## src/rtl/ic_trace_pkg.sv

```systemverilog
// Shared types and constants for the IceCream-style trace capture stage.
package ic_trace_pkg;

  localparam int IC_DEPTH      = 16;
  localparam int IC_DATA_W     = 32;
  localparam int IC_TAG_W      = 8;
  localparam int IC_TS_W       = 32;
  localparam int IC_FMT_W      = 3;
  localparam int IC_DROP_CNT_W = 16;

  typedef enum logic [IC_FMT_W-1:0] {
    IC_FMT_HEX  = 3'd0,
    IC_FMT_DEC  = 3'd1,
    IC_FMT_CHAR = 3'd2,
    IC_FMT_STR  = 3'd3,
    IC_FMT_ARR  = 3'd4,
    IC_FMT_DROP = 3'd7
  } ic_fmt_e;

  typedef struct packed {
    logic [IC_TS_W-1:0]   ts;
    logic [IC_TAG_W-1:0]  tag;
    ic_fmt_e              fmt;
    logic [IC_DATA_W-1:0] data;
  } ic_trace_rec_t;

  localparam logic [IC_TAG_W-1:0] IC_TAG_DROP = {IC_TAG_W{1'b1}};

  // Drop counter holds at all-ones rather than wrapping back to a misleading small count.
  function automatic logic [IC_DROP_CNT_W-1:0] ic_sat_inc(input logic [IC_DROP_CNT_W-1:0] v);
    logic [IC_DROP_CNT_W-1:0] r;
    if (v == {IC_DROP_CNT_W{1'b1}}) begin
      r = v;
    end else begin
      r = v + {{(IC_DROP_CNT_W-1){1'b0}}, 1'b1};
    end
    return r;
  endfunction

endpackage

```

## src/rtl/ic_trace_if.sv

```systemverilog
// Capture/record bus between a probe source/consumer (master) and the capture stage (slave).
interface ic_trace_if #(
  parameter int DEPTH  = 16,
  parameter int DATA_W = 32,
  parameter int TAG_W  = 8,
  parameter int TS_W   = 32
);
  localparam int LVL_W = $clog2(DEPTH) + 1;

  logic              en;
  logic              cap_valid;
  logic [TAG_W-1:0]  cap_tag;
  logic [2:0]        cap_fmt;
  logic [DATA_W-1:0] cap_data;
  logic              rec_valid;
  logic              rec_ready;
  logic [TS_W-1:0]   rec_ts;
  logic [TAG_W-1:0]  rec_tag;
  logic [2:0]        rec_fmt;
  logic [DATA_W-1:0] rec_data;
  logic [LVL_W-1:0]  level;
  logic              ovf;

  modport master (
    output en, cap_valid, cap_tag, cap_fmt, cap_data, rec_ready,
    input  rec_valid, rec_ts, rec_tag, rec_fmt, rec_data, level, ovf
  );

  modport slave (
    input  en, cap_valid, cap_tag, cap_fmt, cap_data, rec_ready,
    output rec_valid, rec_ts, rec_tag, rec_fmt, rec_data, level, ovf
  );

endinterface

```

## src/rtl/ic_trace_fifo.sv

```systemverilog
// Generic synchronous FIFO; pointers carry an extra wrap bit so full/empty/level need no counter.
module ic_trace_fifo #(
  parameter int DEPTH = 16,
  parameter int WIDTH = 8
) (
  input  logic                       clk,
  input  logic                       rst,
  input  logic                       i_push,
  input  logic                       i_pop,
  input  logic [WIDTH-1:0]           i_wdata,
  output logic [WIDTH-1:0]           o_rdata,
  output logic                       o_empty,
  output logic                       o_full,
  output logic [$clog2(DEPTH):0]     o_level
);
  localparam int AW = $clog2(DEPTH);

  logic [AW:0]      r_wr_ptr;
  logic [AW:0]      r_rd_ptr;
  logic [WIDTH-1:0] r_mem [DEPTH];
  logic             w_empty;
  logic             w_full;
  logic             w_do_push;
  logic             w_do_pop;

  always_comb begin
    w_empty   = (r_wr_ptr == r_rd_ptr);
    w_full    = (r_wr_ptr[AW] != r_rd_ptr[AW]) && (r_wr_ptr[AW-1:0] == r_rd_ptr[AW-1:0]);
    w_do_pop  = i_pop && !w_empty;
    // A pop in the same cycle frees the slot, so a full FIFO can still accept a push.
    w_do_push = i_push && (!w_full || w_do_pop);
  end

  always_ff @(posedge clk or posedge rst) begin
    if (rst) begin
      r_wr_ptr <= '0;
      r_rd_ptr <= '0;
      for (int i = 0; i < DEPTH; i++) begin
        r_mem[i] <= '0;
      end
    end else begin
      if (w_do_push) begin
        r_mem[r_wr_ptr[AW-1:0]] <= i_wdata;
        r_wr_ptr                <= r_wr_ptr + {{AW{1'b0}}, 1'b1};
      end
      if (w_do_pop) begin
        r_rd_ptr <= r_rd_ptr + {{AW{1'b0}}, 1'b1};
      end
    end
  end

  assign o_rdata = r_mem[r_rd_ptr[AW-1:0]];
  assign o_empty = w_empty;
  assign o_full  = w_full;
  assign o_level = r_wr_ptr - r_rd_ptr;

endmodule

```

## src/rtl/ic_trace_capture.sv

```systemverilog
// Timestamped probe-event capture with FIFO drain; lost events set a sticky ovf.
// Optional IC_TRACE_DROP_MARK_EN: counts losses and injects a DROP marker record once space frees.
module ic_trace_capture
  import ic_trace_pkg::*;
#(
  parameter int DEPTH  = 16,
  parameter int DATA_W = 32,
  parameter int TAG_W  = 8,
  parameter int TS_W   = 32
) (
  input  logic       clk,
  input  logic       rst,
  ic_trace_if.slave  bus
);
  localparam int LVL_W = $clog2(DEPTH) + 1;
  localparam int REC_W = TS_W + TAG_W + IC_FMT_W + DATA_W;
  localparam logic [TS_W-1:0] TS_ONE = {{(TS_W-1){1'b0}}, 1'b1};

  logic [TS_W-1:0]  r_ts;
  logic             r_ovf;
  logic [REC_W-1:0] w_wdata;
  logic [REC_W-1:0] w_rdata;
  logic [LVL_W-1:0] w_level;
  logic             w_empty;
  logic             w_full;
  logic             w_pop;
  logic             w_space;
  logic             w_event;
  logic             w_push;
  logic             w_lost;

`ifdef IC_TRACE_DROP_MARK_EN
  localparam logic [TAG_W-1:0] TAG_DROP = {TAG_W{1'b1}};
  logic [IC_DROP_CNT_W-1:0] r_drop_cnt;
  logic                     w_mark;
`endif

  // Push arbitration: a pending drop marker outranks a capture in the same cycle.
  always_comb begin
    w_pop   = !w_empty && bus.rec_ready;
    w_space = !w_full || w_pop;
    w_event = bus.en && bus.cap_valid;
    w_push  = 1'b0;
    w_lost  = 1'b0;
    w_wdata = {r_ts, bus.cap_tag, bus.cap_fmt, bus.cap_data};
`ifdef IC_TRACE_DROP_MARK_EN
    w_mark  = 1'b0;
    if (w_space && (r_drop_cnt != {IC_DROP_CNT_W{1'b0}})) begin
      w_mark  = 1'b1;
      w_push  = 1'b1;
      w_lost  = w_event;
      w_wdata = {r_ts, TAG_DROP, IC_FMT_DROP, {{(DATA_W-IC_DROP_CNT_W){1'b0}}, r_drop_cnt}};
    end else if (w_event) begin
      w_push = w_space;
      w_lost = !w_space;
    end else begin
      w_push = 1'b0;
    end
`else
    if (w_event) begin
      w_push = w_space;
      w_lost = !w_space;
    end else begin
      w_push = 1'b0;
    end
`endif
  end

  // Free-running timestamp, independent of capture enable.
  always_ff @(posedge clk or posedge rst) begin
    if (rst) begin
      r_ts <= '0;
    end else begin
      r_ts <= r_ts + TS_ONE;
    end
  end

  // Sticky overflow flag.
  always_ff @(posedge clk or posedge rst) begin
    if (rst) begin
      r_ovf <= 1'b0;
    end else if (w_lost) begin
      r_ovf <= 1'b1;
    end else begin
      r_ovf <= r_ovf;
    end
  end

`ifdef IC_TRACE_DROP_MARK_EN
  // Lost-event counter; a capture pre-empted by the marker becomes the first loss of the next run.
  always_ff @(posedge clk or posedge rst) begin
    if (rst) begin
      r_drop_cnt <= '0;
    end else if (w_mark) begin
      r_drop_cnt <= w_lost ? {{(IC_DROP_CNT_W-1){1'b0}}, 1'b1} : {IC_DROP_CNT_W{1'b0}};
    end else if (w_lost) begin
      r_drop_cnt <= ic_sat_inc(r_drop_cnt);
    end else begin
      r_drop_cnt <= r_drop_cnt;
    end
  end
`endif

  ic_trace_fifo #(
    .DEPTH (DEPTH),
    .WIDTH (REC_W)
  ) u_fifo (
    .clk     (clk),
    .rst     (rst),
    .i_push  (w_push),
    .i_pop   (w_pop),
    .i_wdata (w_wdata),
    .o_rdata (w_rdata),
    .o_empty (w_empty),
    .o_full  (w_full),
    .o_level (w_level)
  );

  assign bus.rec_valid = !w_empty;
  assign {bus.rec_ts, bus.rec_tag, bus.rec_fmt, bus.rec_data} = w_rdata;
  assign bus.level     = w_level;
  assign bus.ovf       = r_ovf;

endmodule

```

## src/flat_wrapper.sv

```systemverilog
// flat-port wrapper written by rule: the top's interface ports become plain ports
module ic_trace_capture_flat import ic_trace_pkg::*;
#(
  parameter int DEPTH  = 16,
  parameter int DATA_W = 32,
  parameter int TAG_W  = 8,
  parameter int TS_W   = 32
)
  (clk, rst, bus_en, bus_cap_valid, bus_cap_tag, bus_cap_fmt, bus_cap_data, bus_rec_ready, bus_rec_valid, bus_rec_ts, bus_rec_tag, bus_rec_fmt, bus_rec_data, bus_level, bus_ovf);
  ic_trace_if #(.DEPTH(DEPTH), .DATA_W(DATA_W), .TAG_W(TAG_W), .TS_W(TS_W)) bus_i ();
  input  logic clk;
  input  logic rst;
  input wire logic [$bits(bus_i.en)-1:0] bus_en;
  input wire logic [$bits(bus_i.cap_valid)-1:0] bus_cap_valid;
  input wire logic [$bits(bus_i.cap_tag)-1:0] bus_cap_tag;
  input wire logic [$bits(bus_i.cap_fmt)-1:0] bus_cap_fmt;
  input wire logic [$bits(bus_i.cap_data)-1:0] bus_cap_data;
  input wire logic [$bits(bus_i.rec_ready)-1:0] bus_rec_ready;
  output wire logic [$bits(bus_i.rec_valid)-1:0] bus_rec_valid;
  output wire logic [$bits(bus_i.rec_ts)-1:0] bus_rec_ts;
  output wire logic [$bits(bus_i.rec_tag)-1:0] bus_rec_tag;
  output wire logic [$bits(bus_i.rec_fmt)-1:0] bus_rec_fmt;
  output wire logic [$bits(bus_i.rec_data)-1:0] bus_rec_data;
  output wire logic [$bits(bus_i.level)-1:0] bus_level;
  output wire logic [$bits(bus_i.ovf)-1:0] bus_ovf;
  assign bus_i.en = bus_en;
  assign bus_i.cap_valid = bus_cap_valid;
  assign bus_i.cap_tag = bus_cap_tag;
  assign bus_i.cap_fmt = bus_cap_fmt;
  assign bus_i.cap_data = bus_cap_data;
  assign bus_i.rec_ready = bus_rec_ready;
  assign bus_rec_valid = bus_i.rec_valid;
  assign bus_rec_ts = bus_i.rec_ts;
  assign bus_rec_tag = bus_i.rec_tag;
  assign bus_rec_fmt = bus_i.rec_fmt;
  assign bus_rec_data = bus_i.rec_data;
  assign bus_level = bus_i.level;
  assign bus_ovf = bus_i.ovf;
  ic_trace_capture #(.DEPTH(DEPTH), .DATA_W(DATA_W), .TAG_W(TAG_W), .TS_W(TS_W)) u_core (.clk(clk), .rst(rst), .bus(bus_i));
endmodule
```

## config.mk

```make
export PLATFORM = sky130hd
export DESIGN_NAME = ic_trace_capture_flat
export DESIGN_NICKNAME = d
export VERILOG_FILES = /design/src/rtl/ic_trace_pkg.sv /design/src/rtl/ic_trace_if.sv /design/src/rtl/ic_trace_fifo.sv /design/src/rtl/ic_trace_capture.sv /design/src/flat_wrapper.sv
export SDC_FILE = /design/constraint.sdc
export NUM_CORES = 2
export LEC_CHECK = 0
export BUFFER_PORTS_ARGS = -buffer_cell sky130_fd_sc_hd__buf_2
export CAP_MARGIN = 20
export CORE_MARGIN = 4
export CORE_UTILIZATION = 30
export DETAILED_ROUTE_END_ITERATION = 10
export PLACE_DENSITY = 0.45
export SYNTH_ARGS = -nofsm -noshare
export SYNTH_HDL_FRONTEND = slang
export SYNTH_SLANG_ARGS = --single-unit
export TNS_END_PERCENT = 50
```

## constraint.sdc

```tcl
create_clock -name clk -period 65.4 [get_ports clk]
set_input_delay 9.81 -clock clk [delete_from_list [all_inputs] [get_ports clk]]
set_output_delay 9.81 -clock clk [all_outputs]
set_load 0.05 [all_outputs]
```

# ---- Yosys cells after proc, flatten, opt, wreduce, memory -nomap -nowiden
# Index checks and enable logic that the tools add are counted.
dict set report op_classes {
  add_sub_neg 4
  order_cmp 3
  eq_ne 3
  mux 8
  bitwise_logic 2
  reduce_logical 11
}
# cell n
set ops {}
lappend ops {{bitwise mux 1200 bit} 1}
lappend ops {{binary-select mux 75 bit (select 4 bit)} 1}
lappend ops {{demux 75 bit (select 4 bit)} 1}
lappend ops {{2-to-1 mux 75 bit} 3}
lappend ops {{adder 32 x 1 -> 32 bit, second input constant} 1}
lappend ops {{adder 5 x 1 -> 5 bit, second input constant} 2}
lappend ops {{>= comparator 5 bit, second input constant} 2}
lappend ops {{inverter 4 -> 5 bit} 2}
lappend ops {{logical AND 1 bit} 6}
lappend ops {{equality test 5 bit} 1}
lappend ops {{less-than comparator 5 x 1 -> 1 bit, second input constant} 1}
lappend ops {{subtractor 5 bit} 1}
lappend ops {{equality test 4 bit} 1}
lappend ops {{zero test 1 bit} 3}
lappend ops {{logical OR 1 bit} 2}
lappend ops {{2-to-1 mux 1 bit} 2}
lappend ops {{inequality test 1 bit} 1}
dict set report totals {
  regBits 1243
  input_bits 48
  word_cells 51
}

# ---- Depth between registers and ports, before layout
dict set report logic_depth {
  ltp_word 6
  ltp_mapped 11
}

# ---- Modules after synthesis
# Synthesis repeated with hierarchy kept, for this count alone.
dict set report unflattened {
  hier_cells 3618
  hier_area_um2 57122.3
}
# mod n_inst cells_per_inst area_each_um2 seq_area_each_um2
set by_module_without_submodules {}
lappend by_module_without_submodules {ic_trace_fifo 1 3485 55625.8 30279.0}
lappend by_module_without_submodules {ic_trace_capture 1 133 1496.4 825.8}

# ---- Worst setup path after synthesis
# No wires, ideal clock.
dict set report synth_path {
  path_kind {register -> output}
  startpoint {register u_core.u_fifo.r_rd_ptr[0]}
  endpoint {output bus_rec_ts[10]}
  arrival_ps 2423
  required_time_ps 55590
  slack_ps 53167
  stages_incl_launch_ff 8
  n_path_buf 4
  cell_sequence {dfrtp_1 buf_2 buf_2 buf_2 buf_2 mux4_2 nand2_1 a31oi_1}
}
dict set report synth_via {
  elab_chain_cells 4
}
# item line_no
set synth_lines {}
lappend synth_lines {{start, declared} ic_trace_fifo.sv:19} ;# logic [AW:0] r_rd_ptr;
lappend synth_lines {{start signal, assigned} ic_trace_fifo.sv:47} ;# r_rd_ptr <= r_rd_ptr + {{AW{1'b0}}, 1'b1};
lappend synth_lines {{inverter 4 -> 5 bit (implied by the code)} ic_trace_fifo.sv:52} ;# assign o_rdata = r_mem[r_rd_ptr[AW-1:0]];
lappend synth_lines {{binary-select mux 75 bit (select 4 bit)} ic_trace_fifo.sv:52}
lappend synth_lines {{2-to-1 mux 75 bit (implied by the code) (2 in a row)} ic_trace_fifo.sv:52}
lappend synth_lines {{end, declared} flat_wrapper.sv:20} ;# output wire logic [$bits(bus_i.rec_ts)-1:0] bus_rec_ts;
# No other way between the ends. The select of a mux whose other input is x is not followed.

# ---- Worst setup path after layout
dict set report layout_path {
  startpoint {register u_core.u_fifo.r_rd_ptr[0]}
  endpoint {output bus_rec_ts[30]}
}
# The elaborated chain is that of the path after synthesis.

==> impl_metrics.prom <==
# TYPE chip_impl_metric gauge
chip_impl_info{name="rr_startpoint",value="u_core.u_fifo.r_rd_ptr[2]"} 1
chip_impl_metric{name="cts_inserted_buffers",unit=""} 149
chip_impl_metric{name="detail-route-antenna-nets",unit=""} 0
chip_impl_metric{name="yosysWarnings",unit=""} 0
chip_impl_metric{name="postSynthNetCount",unit=""} 3772
chip_impl_metric{name="power_density",unit="nW/µm²"} 46.2
chip_impl_metric{name="place.detailed.hpwl",unit="µm"} 81100
chip_impl_metric{name="wl_met3",unit="µm"} 4230
chip_impl_metric{name="route.final.wire_length",unit="µm"} 159000
chip_impl_metric{name="coreArea",unit="µm²"} 190000
chip_impl_metric{name="synth-seq-cells",unit=""} 1243
chip_impl_metric{name="max_stage_delay",unit="ns"} 1.02
chip_impl_metric{name="fp.dieArea",unit="µm²"} 199000
chip_impl_metric{name="cts_max_path_buffers",unit=""} 3
chip_impl_info{name="timing.critical_path.from",value="u_core.u_fifo.r_rd_ptr[0]"} 1
chip_impl_metric{name="first_global_vias",unit=""} 34405
chip_impl_metric{name="drt_pass1_iterations",unit=""} 5
chip_impl_metric{name="largest_net_degree_at_the_start_of_global_routing",unit=""} 175
chip_impl_metric{name="post_route_cells_drive_above_1_share",unit=""} 0.505
chip_impl_metric{name="worst-path-buf-inv",unit=""} 3
chip_impl_metric{name="r2r_slack",unit="ns"} 58.96
chip_impl_metric{name="synth_cell_types",unit=""} 39
chip_impl_metric{name="synthesis.instances",unit=""} 3713
chip_impl_metric{name="totalNegativeSetupSlack",unit="ns"} 0
chip_impl_metric{name="layout.cells.non_filler",unit=""} 6312
chip_impl_info{name="rsz0062_at_grt",value="false"} 1
chip_impl_info{name="reg2reg_capture_point",value="u_core.u_fifo.r_mem[362]"} 1
chip_impl_metric{name="port-buffer-count",unit=""} 129
chip_impl_metric{name="worst_clock_skew_on_the_final_layout",unit="ns"} 0.0351
chip_impl_metric{name="worstPathMaxFanout",unit=""} 102
chip_impl_metric{name="clock_tree.htree_level_count",unit=""} 4
chip_impl_metric{name="grt_first_pass_wirelength",unit="µm"} 240000
chip_impl_metric{name="clkSinkCount",unit=""} 1243
chip_impl_metric{name="synthesis.area_per_instance",unit="µm²"} 15.5
chip_impl_metric{name="fp-row-count",unit=""} 160
chip_impl_metric{name="globalRouteTotalUtil",unit=""} 0.161
chip_impl_info{name="crit_path_cell_trace",value="buf_12 > buf_4 > mux4_2 > nand2_1 > and3_1 > a31oi_1 > buf_2"} 1
chip_impl_info{name="cts_root_buf",value="sky130_fd_sc_hd__clkbuf_16"} 1
chip_impl_metric{name="clk_transition_reported_paths",unit="ns"} 0.06
chip_impl_metric{name="route.detailed.wl_per_inst",unit="µm"} 25.2
chip_impl_metric{name="mappedNetlistArea",unit="µm²"} 57400
chip_impl_metric{name="grt_overflow_total",unit=""} 0
chip_impl_info{name="worstHoldPathType",value="reg2reg"} 1
chip_impl_metric{name="antenna_cells",unit=""} 0
chip_impl_metric{name="dr_total_vias",unit=""} 31426
chip_impl_metric{name="antenna_found_initial",unit=""} 9
chip_impl_info{name="critical_path.endpoint_type",value="primary output"} 1
chip_impl_metric{name="power_leakage",unit="nW"} 29.1
chip_impl_metric{name="design.final.nets",unit=""} 3752
chip_impl_info{name="timing.critical_path.max_delay_family",value="buffers and inverters"} 1
chip_impl_metric{name="worst-r2r-cell-count",unit=""} 9
chip_impl_metric{name="wl_met1",unit="µm"} 75700
chip_impl_metric{name="fin_total_pwr",unit="W"} 0.00298
chip_impl_metric{name="dpl.cell_count",unit=""} 6052
chip_impl_metric{name="met2_wirelength",unit="µm"} 76600
chip_impl_metric{name="postCtsResizedCells",unit=""} 0
chip_impl_metric{name="die-width",unit="µm"} 446
chip_impl_metric{name="postLayoutSetupSlackWorst",unit="ns"} 50.42
chip_impl_metric{name="drc",unit=""} 0
chip_impl_metric{name="gpl.final_weighted_congestion",unit=""} 0.678
chip_impl_metric{name="top_level_ports",unit=""} 130
chip_impl_info{name="maxUsedRoutingLayer",value="met5"} 1
chip_impl_metric{name="timing.final.crit_share",unit=""} 0.229
chip_impl_metric{name="worst_slew_margin_rel",unit=""} 0.267
chip_impl_metric{name="clk_latency",unit="ns"} 0.80
chip_impl_metric{name="layout.filler_cells",unit=""} 18483
chip_impl_metric{name="syn2layout_area_growth",unit="%"} 12.3
chip_impl_metric{name="finalCriticalPeriod",unit="ns"} 14.98
chip_impl_metric{name="initial_utilization",unit=""} 0.302
chip_impl_metric{name="slew_of_the_pin_with_the_lowest_slew_margin",unit="ns"} 1.10
chip_impl_info{name="cts_tree",value="yes"} 1
chip_impl_metric{name="timing.final.max_slew_violations",unit=""} 0
chip_impl_info{name="cpMaxStageDelayCell",value="sky130_fd_sc_hd__dfrtp_4"} 1
chip_impl_info{name="path_class",value="reg2out"} 1
chip_impl_metric{name="dp_slack",unit="ns"} 50.52
chip_impl_metric{name="cap_viol_max_count",unit=""} 0
chip_impl_metric{name="report.final.hold_viol_count",unit=""} 0
chip_impl_metric{name="drtIter0Drc",unit=""} 1657
chip_impl_metric{name="irDropWorstVdd",unit="µV"} 42.0
chip_impl_metric{name="required_worst_endpoint",unit="ns"} 55.59
chip_impl_metric{name="synth_sequential_area_ratio",unit=""} 0.542
chip_impl_metric{name="crit_arrival",unit="ns"} 5.17
chip_impl_metric{name="detail_route.vias_per_cell",unit=""} 4.98
chip_impl_metric{name="cts_hold_buf",unit=""} 0
chip_impl_metric{name="maxClockFrequency",unit="GHz"} 0.0668
chip_impl_metric{name="cts_setup_buffers",unit=""} 0
chip_impl_info{name="outcome",value="completed"} 1
chip_impl_info{name="endpoint",value="bus_rec_ts[30]"} 1
chip_impl_info{name="category_of_the_worst_setup_path_launch_point",value="flip-flop"} 1
chip_impl_metric{name="timing.critical_path.depth",unit=""} 7
chip_impl_metric{name="floorplan.die.height",unit="µm"} 446
chip_impl_metric{name="setup_viol",unit=""} 0
## state kept, by name, summed over array words and instances (netlist names)
signal / cells
u_core.u_fifo.r_rd_ptr: 5
u_core.u_fifo.r_mem: 1200
u_core.bus.ovf: 1
u_core.r_ts: 32
u_core.u_fifo.r_wr_ptr: 5
## how the worst min path moves through the flow
| stage | start | to | slack [ns] | cells after the start |
|---|---|---|---|---|
| after floorplan | u_core.u_fifo.r_mem[720] | u_core.u_fifo.r_mem[720] | 0.45 | 1 |
| after global placement | u_core.bus.ovf | u_core.bus.ovf | 0.46 | 1 |
| after detailed placement | u_core.bus.ovf | u_core.bus.ovf | 0.47 | 1 |
| after CTS | u_core.bus.ovf | u_core.bus.ovf | 0.48 | 1 |
| after global routing | u_core.u_fifo.r_mem[795] | u_core.u_fifo.r_mem[795] | 0.51 | 1 |
| final | u_core.bus.ovf | u_core.bus.ovf | 0.47 | 1 |
## cell usage after synthesis
| cell | number | share of area |
|---|---|---|
| sky130_fd_sc_hd__a21boi_1 | 1 | 0.00013 |
| sky130_fd_sc_hd__a21o_1 | 2 | 0.00026 |
| sky130_fd_sc_hd__a21oi_1 | 2 | 0.00017 |
| sky130_fd_sc_hd__a31o_2 | 1 | 0.00015 |
| sky130_fd_sc_hd__a31oi_1 | 75 | 0.0082 |
| sky130_fd_sc_hd__and2_1 | 2 | 0.00022 |
| sky130_fd_sc_hd__and3_1 | 77 | 0.0084 |
| sky130_fd_sc_hd__and3_4 | 9 | 0.0018 |
| sky130_fd_sc_hd__and4_1 | 8 | 0.0012 |
| sky130_fd_sc_hd__and4b_4 | 2 | 0.00048 |
| sky130_fd_sc_hd__and4bb_4 | 1 | 0.00028 |
| sky130_fd_sc_hd__buf_1 | 15 | 0.00098 |
| sky130_fd_sc_hd__buf_12 | 5 | 0.0017 |
| sky130_fd_sc_hd__buf_2 | 70 | 0.0061 |
| sky130_fd_sc_hd__buf_4 | 16 | 0.0021 |
| sky130_fd_sc_hd__buf_6 | 74 | 0.015 |
| sky130_fd_sc_hd__clkbuf_1 | 177 | 0.012 |
| sky130_fd_sc_hd__dfrtp_1 | 1243 | 0.54 |
| sky130_fd_sc_hd__fa_1 | 1 | 0.00035 |
| sky130_fd_sc_hd__ha_1 | 10 | 0.0022 |
| sky130_fd_sc_hd__inv_1 | 16 | 0.0010 |
| sky130_fd_sc_hd__inv_2 | 1 | 0.000065 |
| sky130_fd_sc_hd__mux2_1 | 9 | 0.0018 |
| sky130_fd_sc_hd__mux2_2 | 1014 | 0.20 |
| sky130_fd_sc_hd__mux2_4 | 177 | 0.046 |
| sky130_fd_sc_hd__mux4_2 | 300 | 0.12 |
| sky130_fd_sc_hd__nand2_1 | 314 | 0.021 |
| sky130_fd_sc_hd__nand3_1 | 13 | 0.0011 |
| sky130_fd_sc_hd__nand4_1 | 9 | 0.00098 |
| sky130_fd_sc_hd__nand4b_1 | 3 | 0.00046 |
| sky130_fd_sc_hd__nor2_1 | 4 | 0.00026 |
| sky130_fd_sc_hd__nor2b_1 | 1 | 0.00011 |
| sky130_fd_sc_hd__nor3_1 | 10 | 0.00087 |
| sky130_fd_sc_hd__nor4_1 | 6 | 0.00065 |
| sky130_fd_sc_hd__o21ai_0 | 2 | 0.00017 |
| sky130_fd_sc_hd__o311a_4 | 1 | 0.00037 |
| sky130_fd_sc_hd__xnor2_1 | 23 | 0.0035 |
| sky130_fd_sc_hd__xnor2_2 | 1 | 0.00028 |
| sky130_fd_sc_hd__xor2_1 | 18 | 0.0027 |
## worst reg2reg max path: stages (launching register included)
cell and delay, ns:
sky130_fd_sc_hd__dfrtp_4 0.79, sky130_fd_sc_hd__inv_4 0.74, sky130_fd_sc_hd__buf_4 0.82, sky130_fd_sc_hd__ha_1 0.47, sky130_fd_sc_hd__nand4_1 0.30, sky130_fd_sc_hd__o311a_4 0.41, sky130_fd_sc_hd__and4b_4 0.85, sky130_fd_sc_hd__buf_4 0.83
sky130_fd_sc_hd__buf_4 0.69, sky130_fd_sc_hd__mux2_2 0.43
## final cells by class
type / instances / area, µm² / share of cell area
flip-flops and latches: 1243 / 31100 / 0.482
clock inverters: 34 / 447 / 0.00693
multi-input cells: 2096 / 24100 / 0.374
clock buffers: 225 / 4400 / 0.0681
repair buffers: 186 / 1180 / 0.0182
inverters: 17 / 78.8 / 0.00122
well taps: 2511 / 3140 / 0.0487
## report_power, final
part | leakage [nW] | switching [W] | internal, W
sequential | 16.5 | 0.000133 | 0.000977
combinational | 10.2 | 0.000579 | 0.000472
clock | 2.37 | 0.000337 | 0.000481
## cell families (layout without fill, tap and decap cells)
logic type | after synthesis | in the layout | synth area share
muxes | 1500 | 1500 | 0.364
DFF | 1243 | 1243 | 0.542
and+or+nand+nor | 459 | 459 | 0.0373
buffers and inverters | 374 | 462 | 0.0381
AOI/OAI and AO/OA | 84 | 84 | 0.00943
xor gates and xnor gates | 42 | 42 | 0.00654
adders and majority gates | 11 | 11 | 0.00253
## cells in the final DEF (no fill, tap or decap), types with 3 or more instances in the layout
| cell type | netlist | routed |
|---|---|---|
| sky130_fd_sc_hd__nand4_1 | 9 | 9 |
| sky130_fd_sc_hd__inv_4 | 0 | 3 |
| sky130_fd_sc_hd__mux4_2 | 300 | 300 |
| sky130_fd_sc_hd__nand3_1 | 13 | 13 |
| sky130_fd_sc_hd__xnor2_1 | 23 | 23 |
| sky130_fd_sc_hd__mux2_4 | 177 | 177 |
| sky130_fd_sc_hd__and4_1 | 8 | 7 |
| sky130_fd_sc_hd__and3_4 | 9 | 9 |
| sky130_fd_sc_hd__nor4_1 | 6 | 6 |
| sky130_fd_sc_hd__inv_1 | 16 | 13 |
| sky130_fd_sc_hd__ha_1 | 10 | 10 |
| sky130_fd_sc_hd__mux2_1 | 9 | 9 |
| sky130_fd_sc_hd__and3_1 | 77 | 77 |
| sky130_fd_sc_hd__clkinv_2 | 0 | 13 |
| sky130_fd_sc_hd__a31oi_1 | 75 | 75 |
| sky130_fd_sc_hd__buf_2 | 70 | 129 |
| sky130_fd_sc_hd__dfrtp_1 | 1243 | 1239 |
| sky130_fd_sc_hd__nor2_1 | 4 | 4 |
| sky130_fd_sc_hd__clkbuf_8 | 0 | 36 |
| sky130_fd_sc_hd__nand2_1 | 314 | 314 |
| sky130_fd_sc_hd__buf_4 | 16 | 49 |
| sky130_fd_sc_hd__nand4b_1 | 3 | 3 |
| sky130_fd_sc_hd__mux2_2 | 1014 | 1014 |
| sky130_fd_sc_hd__clkbuf_1 | 177 | 39 |
| sky130_fd_sc_hd__clkbuf_16 | 0 | 150 |
| sky130_fd_sc_hd__bufinv_16 | 0 | 4 |
| sky130_fd_sc_hd__dfrtp_4 | 0 | 4 |
| sky130_fd_sc_hd__xor2_1 | 18 | 18 |
| sky130_fd_sc_hd__nor3_1 | 10 | 10 |
| sky130_fd_sc_hd__clkinv_8 | 0 | 8 |
| sky130_fd_sc_hd__inv_6 | 0 | 3 |
| sky130_fd_sc_hd__buf_12 | 5 | 6 |
## stage by stage
stage	hold WS, ns	area (µm²)	utilization
2_1_floorplan	0.452	57400	-
3_5_place_dp	0.470	59600	0.314
5_1_grt	0.505	64500	0.339
6_report	0.470	64500	0.339
4_1_cts	0.484	64500	0.339
3_3_place_gp	0.458	59600	0.313
## layer usage
layer | up-vias | global-route usage
met5 | - | 0
met4 | 2 | 0.0319
met3 | 169 | 0.0229
met2 | 375 | 0.268
met1 | 17390 | 0.226
li1 | 13490 | -
No activity file was read; power rests on OpenSTA's default activity.
